`src/rtl/alu_pkg.sv`:
```
// alu_pkg: shared ALU control encoding, sequencer states and op helpers
package alu_pkg;
  typedef enum logic [2:0] {
    ALU_AND = 3'b000,
    ALU_OR  = 3'b001,
    ALU_ADD = 3'b010,
    ALU_SUB = 3'b110,
    ALU_SLT = 3'b111,
    ALU_XOR = 3'b100,
    ALU_NOR = 3'b101
  } alu_ctrl_t;
  typedef enum logic [1:0] {IDLE, RUN, SLT_FIX, DONE} seq_state_t;
  function automatic logic is_arith(input logic [2:0] c);
    return c == ALU_ADD || c == ALU_SUB || c == ALU_SLT;
  endfunction
endpackage

```
`src/rtl/alu_serial_slice.sv`:
```
// alu_serial_slice: one-bit ALU slice, full adder plus logic-op mux
module alu_serial_slice
  import alu_pkg::*;
(
  input  logic       a,
  input  logic       b,
  input  logic       cin,
  input  logic [2:0] ctrl,
  output logic       res,
  output logic       cout
);
  logic sum;
  always_comb begin
    sum  = a ^ b ^ cin;
    cout = (a & b) | (cin & (a ^ b));
    res  = is_arith(ctrl)   ? sum :
           ctrl == ALU_AND  ? a & b :
           ctrl == ALU_OR   ? a | b :
           ctrl == ALU_XOR  ? a ^ b :
           ctrl == ALU_NOR  ? ~(a | b) : 1'b0;
  end
endmodule

```
`src/rtl/alu_bit_serial_seq.sv`:
```
// alu_bit_serial_seq: LSB-first bit-serial ALU sequencer around a one-bit slice
module alu_bit_serial_seq
  import alu_pkg::*;
#(
  parameter int WIDTH = 32,
  parameter int CNT_W = $clog2(WIDTH)
) (
  input  logic             clk,
  input  logic             rst,
  input  logic             start,
  input  logic [2:0]       ctrl,
  input  logic [WIDTH-1:0] a,
  input  logic [WIDTH-1:0] b,
  output logic             busy,
  output logic             done,
  output logic [WIDTH-1:0] result,
  output logic             zero,
  output logic             overflow
);
  seq_state_t       state;
  logic [WIDTH-1:0] a_sr, b_sr, sr, sr_next;
  logic [2:0]       op;
  logic [CNT_W-1:0] cnt;
  logic             carry, set_q, inv, s_res, s_cout, last, ovf, set;
  alu_serial_slice u_slice (
    .a   (a_sr[0]),
    .b   (b_sr[0] ^ inv),
    .cin (carry),
    .ctrl(op),
    .res (s_res),
    .cout(s_cout)
  );
  always_comb begin
    inv     = op == ALU_SUB || op == ALU_SLT;
    last    = cnt == CNT_W'(WIDTH - 1);
    ovf     = carry ^ s_cout;
    set     = s_res ^ ovf;
    sr_next = {s_res, sr[WIDTH-1:1]};
  end
  always_ff @(posedge clk) begin
    if (rst) begin
      state    <= IDLE;
      busy     <= 1'b0;
      done     <= 1'b0;
      result   <= '0;
      zero     <= 1'b0;
      overflow <= 1'b0;
      cnt      <= '0;
      carry    <= 1'b0;
      set_q    <= 1'b0;
      op       <= 3'b000;
      a_sr     <= '0;
      b_sr     <= '0;
      sr       <= '0;
    end else begin
      case (state)
        IDLE: begin
          done <= 1'b0;
          if (start) begin
            a_sr  <= a;
            b_sr  <= b;
            op    <= ctrl;
            carry <= ctrl == ALU_SUB || ctrl == ALU_SLT;
            cnt   <= '0;
            busy  <= 1'b1;
            state <= RUN;
          end
        end
        RUN: begin
          a_sr  <= a_sr >> 1;
          b_sr  <= b_sr >> 1;
          sr    <= sr_next;
          carry <= s_cout;
          cnt   <= cnt + 1'b1;
          if (last) begin
            if (op == ALU_SLT) begin
              set_q <= set;
              state <= SLT_FIX;
            end else begin
              result   <= sr_next;
              zero     <= sr_next == '0;
              overflow <= (op == ALU_ADD || op == ALU_SUB) && ovf;
              done     <= 1'b1;
              state    <= DONE;
            end
          end
        end
        SLT_FIX: begin
          result   <= {{(WIDTH-1){1'b0}}, set_q};
          zero     <= ~set_q;
          overflow <= 1'b0;
          done     <= 1'b1;
          state    <= DONE;
        end
        default: begin
          done  <= 1'b0;
          busy  <= 1'b0;
          state <= IDLE;
        end
      endcase
    end
  end
endmodule

```
`config.mk`:
```
export PLATFORM = sky130hd
export DESIGN_NAME = alu_bit_serial_seq
export DESIGN_NICKNAME = d
export VERILOG_FILES = /design/src/rtl/alu_pkg.sv /design/src/rtl/alu_serial_slice.sv /design/src/rtl/alu_bit_serial_seq.sv
export SDC_FILE = /design/constraint.sdc
export NUM_CORES = 1
export LEC_CHECK = 0
export ABC_AREA = 1
export CAP_MARGIN = 10
export CORE_MARGIN = 2
export CORE_UTILIZATION = 35
export DETAILED_ROUTE_END_ITERATION = 8
export MAX_ROUTING_LAYER = met4
export PLACE_DENSITY = 0.59
export SYNTH_ARGS = -nofsm -noshare
export SYNTH_HDL_FRONTEND = slang
export SYNTH_SLANG_ARGS = --single-unit
```
`constraint.sdc`:
```
create_clock -name clk -period 4.1 [get_ports clk]
set_input_delay 1.23 -clock clk [delete_from_list [all_inputs] [get_ports clk]]
set_output_delay 1.23 -clock clk [all_outputs]
set_load 0.05 [all_outputs]
```
==> results of run 1 <==
==> synthesized netlist by cell type, drive strengths merged <==
master and n:
buf 22, ha 7, fa 1, nor3 5, nand4 6, nand2 213, o21ai 106, clkbuf 35
nor4 1, and3 1, a31oi 63, xnor2 1, inv 49, a211oi 2, nor2 17, or2 2
a21oi 80, nand3 15, dfxtp 143, nand3b 1
==> metrics by stage <==
step	power [W]	utilization, %	instance area [µm²]	hold slack, ps	worst slack, ps
finish	0.00569	45.3	7750	466	1260
global route	0.00612	45.3	7750	484	1220
CTS	0.00576	45.3	7750	464	1250
detailed placement	0.00428	42.0	7180	458	1160
global placement	0.00427	42.0	7180	454	1190
floorplan	0.00383	-	6060	440	2000
==> flip-flops by register name, indices dropped and copies added (netlist names) <==
signal / count
cnt: 5
a_sr: 32
done: 1
sr: 31
set_q: 1
zero: 1
result: 32
op: 3
state: 2
overflow: 1
b_sr: 32
busy: 1
carry: 1
==> power groups by stage <==
stage               Clock, W  Sequential (W)  Combinational (W)
floorplan                  0         0.00225            0.00158
global placement           0         0.00211            0.00215
detailed placement         0         0.00211            0.00218
CTS                  0.00149         0.00209            0.00218
global route         0.00156         0.00214            0.00242
finish               0.00146         0.00209            0.00215
==> cell type report <==
class                           instances  area (µm²)
Sequential cell                       143        2860
Clock buffer                           22         474
Clock inverter                         10        87.6
Multi-Input combinational cell        521        2750
Inverter                               49         184
Timing Repair Buffer                  112        1110
Tap cell                              225         282
Fill cell                            1721        9370
==> per-layer routing <==
layer	part of all wire, %	vias to the layer above	wire [µm]	GRT usage [%]
met4	1.2	0	164	5.61
li1	-	2745	-	-
met2	44	108	5880	23.0
met3	4.1	13	553	3.89
met5	0	-	0	-
met1	51	2322	6850	21.2
==> cells by family (layout without fill, tap and decap cells) <==
| logic type | count (synthesis) | after routing | share of synthesized area [%] |
|---|---|---|---|
| AOI/OAI and AO/OA | 251 | 251 | 24.0 |
| xor gates and xnor gates | 1 | 1 | 0.145 |
| adders and majority gates | 8 | 8 | 1.77 |
| buffers and inverters | 106 | 193 | 7.82 |
| DFF | 143 | 143 | 47.2 |
| and+or+nand+nor | 261 | 261 | 19.0 |
==> cells in the final DEF, fill, tap and decap left out, types with 17 or more instances in the layout <==
cell and n:
dfxtp_1 143, nand2_2 33, o21ai_1 37, a21oi_1 50, o21ai_0 68, inv_1 46
nand2_1 180, clkbuf_16 17, clkdlybuf4s50_1 104, a21oi_2 30, a31oi_1 63
==> path summary, 6_finish.rpt <==
path	from	end	slack (ps)	cells past startpoint
setup / recovery	busy	busy	1260	1
hold / removal	overflow	overflow	470	2
setup reg to reg	cnt[0]	result[31]	1560	10
hold reg to reg	overflow	overflow	470	2
==> reports/results.ini, run 1 <==
[logic_synthesis]
synth_top_cell_by_area=dfxtp_1
synth_top_area_share_pct=47.2
yosysSeqAreaShare_pct=47.2
syn-cell-area_mm2=0.00606
ys_types=30
synth_area_leaders=dfxtp_1 47%, nand2_1 11%, a31oi_1 6.5%
yosysWarnings=0
ys_seq_elements=143
syn_inst=770
syn_nets=848
syn_avg_cell_area_um2=7.87

[cells_and_area]
area_growth_pct=27.8
diodes=0
nets=922
final_cells=1082
drive_gt1_share_pct=13.0

[floorplanning]
io_pins=106
fp.dieArea_mm2=0.0184
die_w_um=136
row_count=48
initial_utilization_pct=35.4
dieHeight_um=136
coreArea_mm2=0.0171

[cts]
clock_path_buffers=2
path_clk_slew_ps=60
cts_buffers=17
postCtsSetupRepairBufs=0
cts_resized=0
clockRootBuffer=clkbuf_16
clock-sinks=143
cts_hold_buf=0
clkLatencyLatePin_ps=420
htreeDepth=4
cts_tree=done

[place]
portBuffers=105
place.gp.congestion=0.740
dp_hpwl_um=8490
dpl.cell_count=1050

[timing]
finalClockSkew_ps=15.2
setup_tns_ps=0
relSlewSlack_pct=51.6
period_share_pct=69.3
timing.fmax_mhz=352
min_period_ps=2840
finalSetupViolCount=0
rsz0062_at_grt=false
worstMarginPinSlew_ps=725
slew_viol_final=0
hold_viol_final=0

[critical_path]
cpLargestDelayFamily=buffers and inverters
cp_max_fo=2
cp_slowest_cell=clkdlybuf4s50_1
worstSetupPathType=register to primary output
worst-path-buf-inv=1
critPathCaptureType=primary output
slowest_delay_ps=820
crit_arrival_ps=1610
cp_cell_sequence=clkdlybuf4s50_1
cp-start-kind=register
worstPathRequired_ps=2870

[detailed_routing]
viasPerCell=4.79
wire_per_inst_um=12.4
ant_nets=0
via_count=5188
dr.first_iter.drc_count=352
drt-pass1-iter-count=4
routed_wirelength_um=13400
drc_errors=0

[global_routing]
grt_usage_pct=15.8
grt_start_max_net_pins=81
antenna_found_initial=0
grt_pass1_wl_um=22800
grt-ovfl-total=0
grt_pass1_vias=4731

[status]
status=finished, final reports clean

[power]
power.density_mw_per_mm2=734
sequentialPowerShare_pct=36.7
intPower_w=0.00339
netSwitchingFraction_pct=40.3
netSwitchingPower_w=0.00229
clkPwrFrac_pct=25.6
peakVddDrop_mv=0.335
p_leak_nw=2.83
power_frac_comb_pct=37.7

[flow_run]
drv_cap=0

[worst_hold_path]
hp-class=register to register

Note: power is estimated with default switching activity, not from simulation.
==> inputs of run 2 (changes only) <==
PLACE_DENSITY = 0.61   (was 0.59)
clock period = 2.4 ns   (was 4.1 ns; I/O delays follow)
==> run 2 against run 1 <==
Against the previous run:
- design area grew 3.1%
- clock-buffer cell count shrank 3
- combinational power grew 79%
- core utilization is 1.4 points higher
- final cell count up 0.55%
- sequential share of layout area shrank 1.1 points
- power increased by 85%
- via count shrank 0.94%
- largest power group unchanged
==> reports/results.ini, run 2 (synthesized netlist as in run 1, its figures left out) <==
[cts]
cts_hold_buf=0  ; unchanged
clkLatencyLatePin_ps=410  ; about the same
path_clk_slew_ps=60  ; about the same
postCtsSetupRepairBufs=0  ; unchanged
clock-sinks=143  ; unchanged
cts_resized=0  ; unchanged
clockRootBuffer=clkbuf_16
htreeDepth=4  ; unchanged
cts_buffers=17  ; unchanged
cts_tree=done
clock_path_buffers=2  ; unchanged

[place]
placed_area_mm2=0.00729  ; +1.4%
dp_slack_ps=213  ; -949 ps
dpl.cell_count=1056  ; +0.57%
place.gp.congestion=0.782  ; +5.7%
portBuffers=105  ; unchanged
dp_hpwl_um=9000  ; +6.0%

[floorplanning]
dieHeight_um=136  ; unchanged
initial_utilization_pct=35.4  ; unchanged
row_count=48  ; unchanged
fp.dieArea_mm2=0.0184  ; unchanged
coreArea_mm2=0.0171  ; unchanged
die_w_um=136  ; unchanged
io_pins=106  ; unchanged

[critical_path]
worstSetupPathType=register to primary output
cpLargestDelayFamily=buffers and inverters
crit_arrival_ps=1590  ; -20 ps
cp_cell_sequence=clkdlybuf4s50_1
slowest_delay_ps=820  ; about the same
critPathCaptureType=primary output
rr_startpoint=cnt[0]
cp-start-kind=register
worstPathRequired_ps=1680  ; -1190 ps
cp_slowest_cell=clkdlybuf4s50_1
cp_max_fo=2  ; unchanged
crit_start=result[30]
worst-path-buf-inv=1  ; unchanged

[detailed_routing]
drc_errors=0  ; unchanged
ant_nets=0  ; unchanged
routed_wirelength_um=13500  ; +0.48%
wire_per_inst_um=12.4  ; about the same
via_count=5139  ; -0.94%
dr.first_iter.drc_count=257  ; -27%
drt-pass1-iter-count=4  ; unchanged
viasPerCell=4.72  ; -1.5%

[flow_run]
drv_cap=0  ; unchanged

[cells_and_area]
drive_gt1_share_pct=13.9  ; +0.95 points
final_common_cell=nand2_1
reg_top3=a_sr (32), b_sr (32), result (32)
nets=928  ; +0.65%
utilization_pct=46.7  ; +1.4 points
final_cell_mix=180 x nand2_1, 143 x dfxtp_1, 102 x clkdlybuf4s50_1
fillers=1700  ; -1.2%
fin_area_mm2=0.00799  ; +3.1%
area_growth_pct=31.7
diodes=0  ; unchanged
final_cells=1088  ; +0.55%

[global_routing]
grt_usage_pct=15.9  ; +0.093 points
grt_start_max_net_pins=82  ; +1.2%
grt-ovfl-total=0  ; unchanged
antenna_found_initial=0  ; unchanged
grt_pass1_wl_um=22700  ; about the same
grt_pass1_vias=4807  ; +1.6%

[timing]
relSlewSlack_pct=53.3  ; +1.7 points
hold_viol_final=0  ; unchanged
rsz0062_at_grt=false
slew_viol_final=0  ; unchanged
worstMarginPinSlew_ps=701  ; -24.9 ps
period_share_pct=96.3
min_period_ps=2310
timing.fmax_mhz=433
finalClockSkew_ps=8.39  ; -6.77 ps
setup_tns_ps=0  ; unchanged
finalSetupViolCount=0  ; unchanged
setup_ws_ps=88.3  ; -1170 ps

[power]
power.density_mw_per_mm2=1320  ; +79%
p_leak_nw=2.95  ; +4.2%
peakVddDrop_mv=0.669  ; +100%

[worst_hold_path]
hp-class=register to register
hp-start=done

[status]
status=finished, final reports clean

==> run 2: report_power, final <==
part | switching [W] | internal [W] | total [W]
combinational | 0.00254 | 0.00132 | 0.00385
sequential | 0.000449 | 0.00310 | 0.00355
clock | 0.00101 | 0.00209 | 0.00310
==> run 2: final timing paths <==
check          endpoint  slack (ps)  cells after the start
max          result[30]          90                      1
min                done         460                      2
max reg2reg  result[10]         360                     11
min reg2reg        done         460                      2
==> run 2: worst min-delay path: stages (launching register included) <==
cell and delay, ps:
dfxtp_1 310, nand2_1 60, a21oi_1 50
==> run 2: through the flow <==
step / hold WS [ps] / power, W
final: 461 / 0.0105
after global routing: 484 / 0.0113
after CTS: 466 / 0.0106
after detailed placement: 456 / 0.00748
after global placement: 450 / 0.00743
after floorplan: 440 / 0.00654
==> run 2: per-layer routing <==
layer  up-vias  global-route usage [%]  wire (µm)
li1       2755                       -          -
met1      2287                    20.7       6860
met2        93                    24.2       6120
met3         4                    4.04        466
met4         0                    4.98         59
met5         -                       -          0
==> run 2: area by class of cell <==
type	count	area [µm²]	area share, %
clock buffers	19	443	5.55
flip-flops and latches	143	2860	35.9
well taps	225	282	3.53
repair buffers	118	1210	15.2
clock inverters	13	255	3.20
inverters	49	184	2.30
multi-input cells	521	2750	34.4
==> inputs of run 3 (changes only) <==
PLACE_DENSITY = 0.56   (was 0.61)
==> run 3 against run 2 <==
Against the previous run:
- core utilization is 0.48 points lower
- flip-flop and latch count stayed put
- die area stayed put
- critical path depth stayed put
- worst hold slack better by 6.8 ps
- clock power is 11% lower
- register-to-register slack better by 60 ps
- clock skew is 0.71 ps lower
- critical endpoint is now busy
==> reports/results.ini, run 3 (synthesized netlist as in run 1, its figures left out) <==
[detailed_routing]
ant_nets=0  ; unchanged
viasPerCell=4.77  ; +1.1%
routed_wirelength_um=13700  ; +1.6%
via_count=5195  ; +1.1%
dr.first_iter.drc_count=336  ; +31%
drc_errors=0  ; unchanged
wire_per_inst_um=12.6  ; +1.6%
drt-pass1-iter-count=5  ; +1

[timing]
setup_tns_ps=0  ; unchanged
rsz0062_at_grt=false
setup_ws_ps=86.8  ; -1.51 ps
timing.fmax_mhz=432  ; about the same
holdWs_ps=468  ; +6.81 ps
finalSetupViolCount=0  ; unchanged
relSlewSlack_pct=58.1  ; +4.8 points
hold_viol_final=0  ; unchanged
period_share_pct=96.4  ; about the same
min_period_ps=2310  ; +1.51 ps
finalClockSkew_ps=7.68  ; -0.709 ps
worstMarginPinSlew_ps=629  ; -71.6 ps
slew_viol_final=0  ; unchanged

[cells_and_area]
area_growth_pct=30.4
utilization_pct=46.2  ; -0.48 points
final_cell_mix=180 x nand2_1, 143 x dfxtp_1, 104 x clkdlybuf4s50_1
fillers=1710  ; +0.59%
reg_top3=a_sr (32), b_sr (32), result (32)
drive_gt1_share_pct=13.6  ; -0.35 points
nets=928  ; unchanged
diodes=0  ; unchanged
final_common_cell=nand2_1

[critical_path]
cp_cell_sequence=clkdlybuf4s50_1
cp-start-kind=register
worstSetupPathType=register to primary output
cp_slowest_cell=clkdlybuf4s50_1
critPathCaptureType=primary output
cpLargestDelayFamily=buffers and inverters
worstPathRequired_ps=1680  ; about the same
cp_max_fo=2  ; unchanged
crit_arrival_ps=1590  ; about the same
slowest_delay_ps=820  ; about the same
worst-path-buf-inv=1  ; unchanged

[place]
dp_slack_ps=199  ; -14.5 ps
portBuffers=105  ; unchanged
place.gp.congestion=0.771  ; -1.4%
dp_hpwl_um=8890  ; -1.2%

[global_routing]
grt-ovfl-total=0  ; unchanged
grt_pass1_vias=4843  ; +0.75%
antenna_found_initial=0  ; unchanged
grt_start_max_net_pins=83  ; +1.2%
grt_pass1_wl_um=22900  ; +0.76%
grt_usage_pct=16.0  ; +0.17 points

[cts]
cts_buffers=17  ; unchanged
path_clk_slew_ps=60  ; about the same
clock-sinks=143  ; unchanged
clock_path_buffers=2  ; unchanged
clkLatencyLatePin_ps=420  ; about the same
cts_hold_buf=0  ; unchanged
clockRootBuffer=clkbuf_16
postCtsSetupRepairBufs=0  ; unchanged
cts_tree=done
htreeDepth=4  ; unchanged
cts_resized=0  ; unchanged

[flow_run]
drv_cap=0  ; unchanged

[status]
status=finished, final reports clean

[floorplanning]
coreArea_mm2=0.0171  ; unchanged
io_pins=106  ; unchanged
fp.dieArea_mm2=0.0184  ; unchanged
initial_utilization_pct=35.4  ; unchanged
row_count=48  ; unchanged
die_w_um=136  ; unchanged
dieHeight_um=136  ; unchanged

[worst_hold_path]
hp-class=register to register

[power]
clkPwrFrac_pct=27.1  ; -2.4 points
peakVddDrop_mv=0.691  ; +3.3%
netSwitchingPower_w=0.00396  ; -0.80%
sequentialPowerShare_pct=34.8  ; +1.0 points
power.density_mw_per_mm2=1300  ; -1.6%
intPower_w=0.00627  ; -3.7%
power_frac_comb_pct=38.2  ; +1.5 points
p_leak_nw=2.90  ; -1.7%
netSwitchingFraction_pct=38.7  ; +0.70 points

## run 3: worst paths after layout
check / start / endpoint / slack (ps) / cells after the start
worst max register to register: cnt[0] / result[6] / 420 / 11
worst min-delay path: b_sr[31] / b_sr[31] / 470 / 2
worst min register to register: b_sr[31] / b_sr[31] / 470 / 2
worst max-delay path: busy / busy / 90 / 1
## run 3: per-layer routing
layer	vias to the layer above	global-route usage, %	routed length [µm]
met2	88	24.2	6120
met1	2329	20.4	6880
li1	2767	-	-
met3	11	4.60	583
met5	-	-	0
met4	0	6.13	139
## run 3: layout make-up
cell class | count | area (µm²) | area share (%)
clock buffers | 21 | 460 | 5.83
flip-flops and latches | 143 | 2860 | 36.2
well taps | 225 | 282 | 3.56
clock inverters | 11 | 163 | 2.06
multi-input cells | 521 | 2750 | 34.7
inverters | 49 | 184 | 2.33
repair buffers | 118 | 1210 | 15.3
## run 3: through the flow
stage / instances / total power [W] / cell area, µm²
floorplan: 770 / 0.00654 / 6060
global placement: 1056 / 0.00753 / 7280
detailed placement: 1056 / 0.00756 / 7280
CTS: 1088 / 0.0104 / 7900
global route: 1088 / 0.0110 / 7900
finish: 1088 / 0.0102 / 7900
## run 3: power by group through the flow
stage               logic [W]  registers, W  clock network, W
floorplan             0.00269       0.00385                 0
global placement      0.00393       0.00360                 0
detailed placement    0.00397       0.00360                 0
CTS                   0.00397       0.00356           0.00284
global route          0.00438       0.00365           0.00294
finish                0.00391       0.00356           0.00277
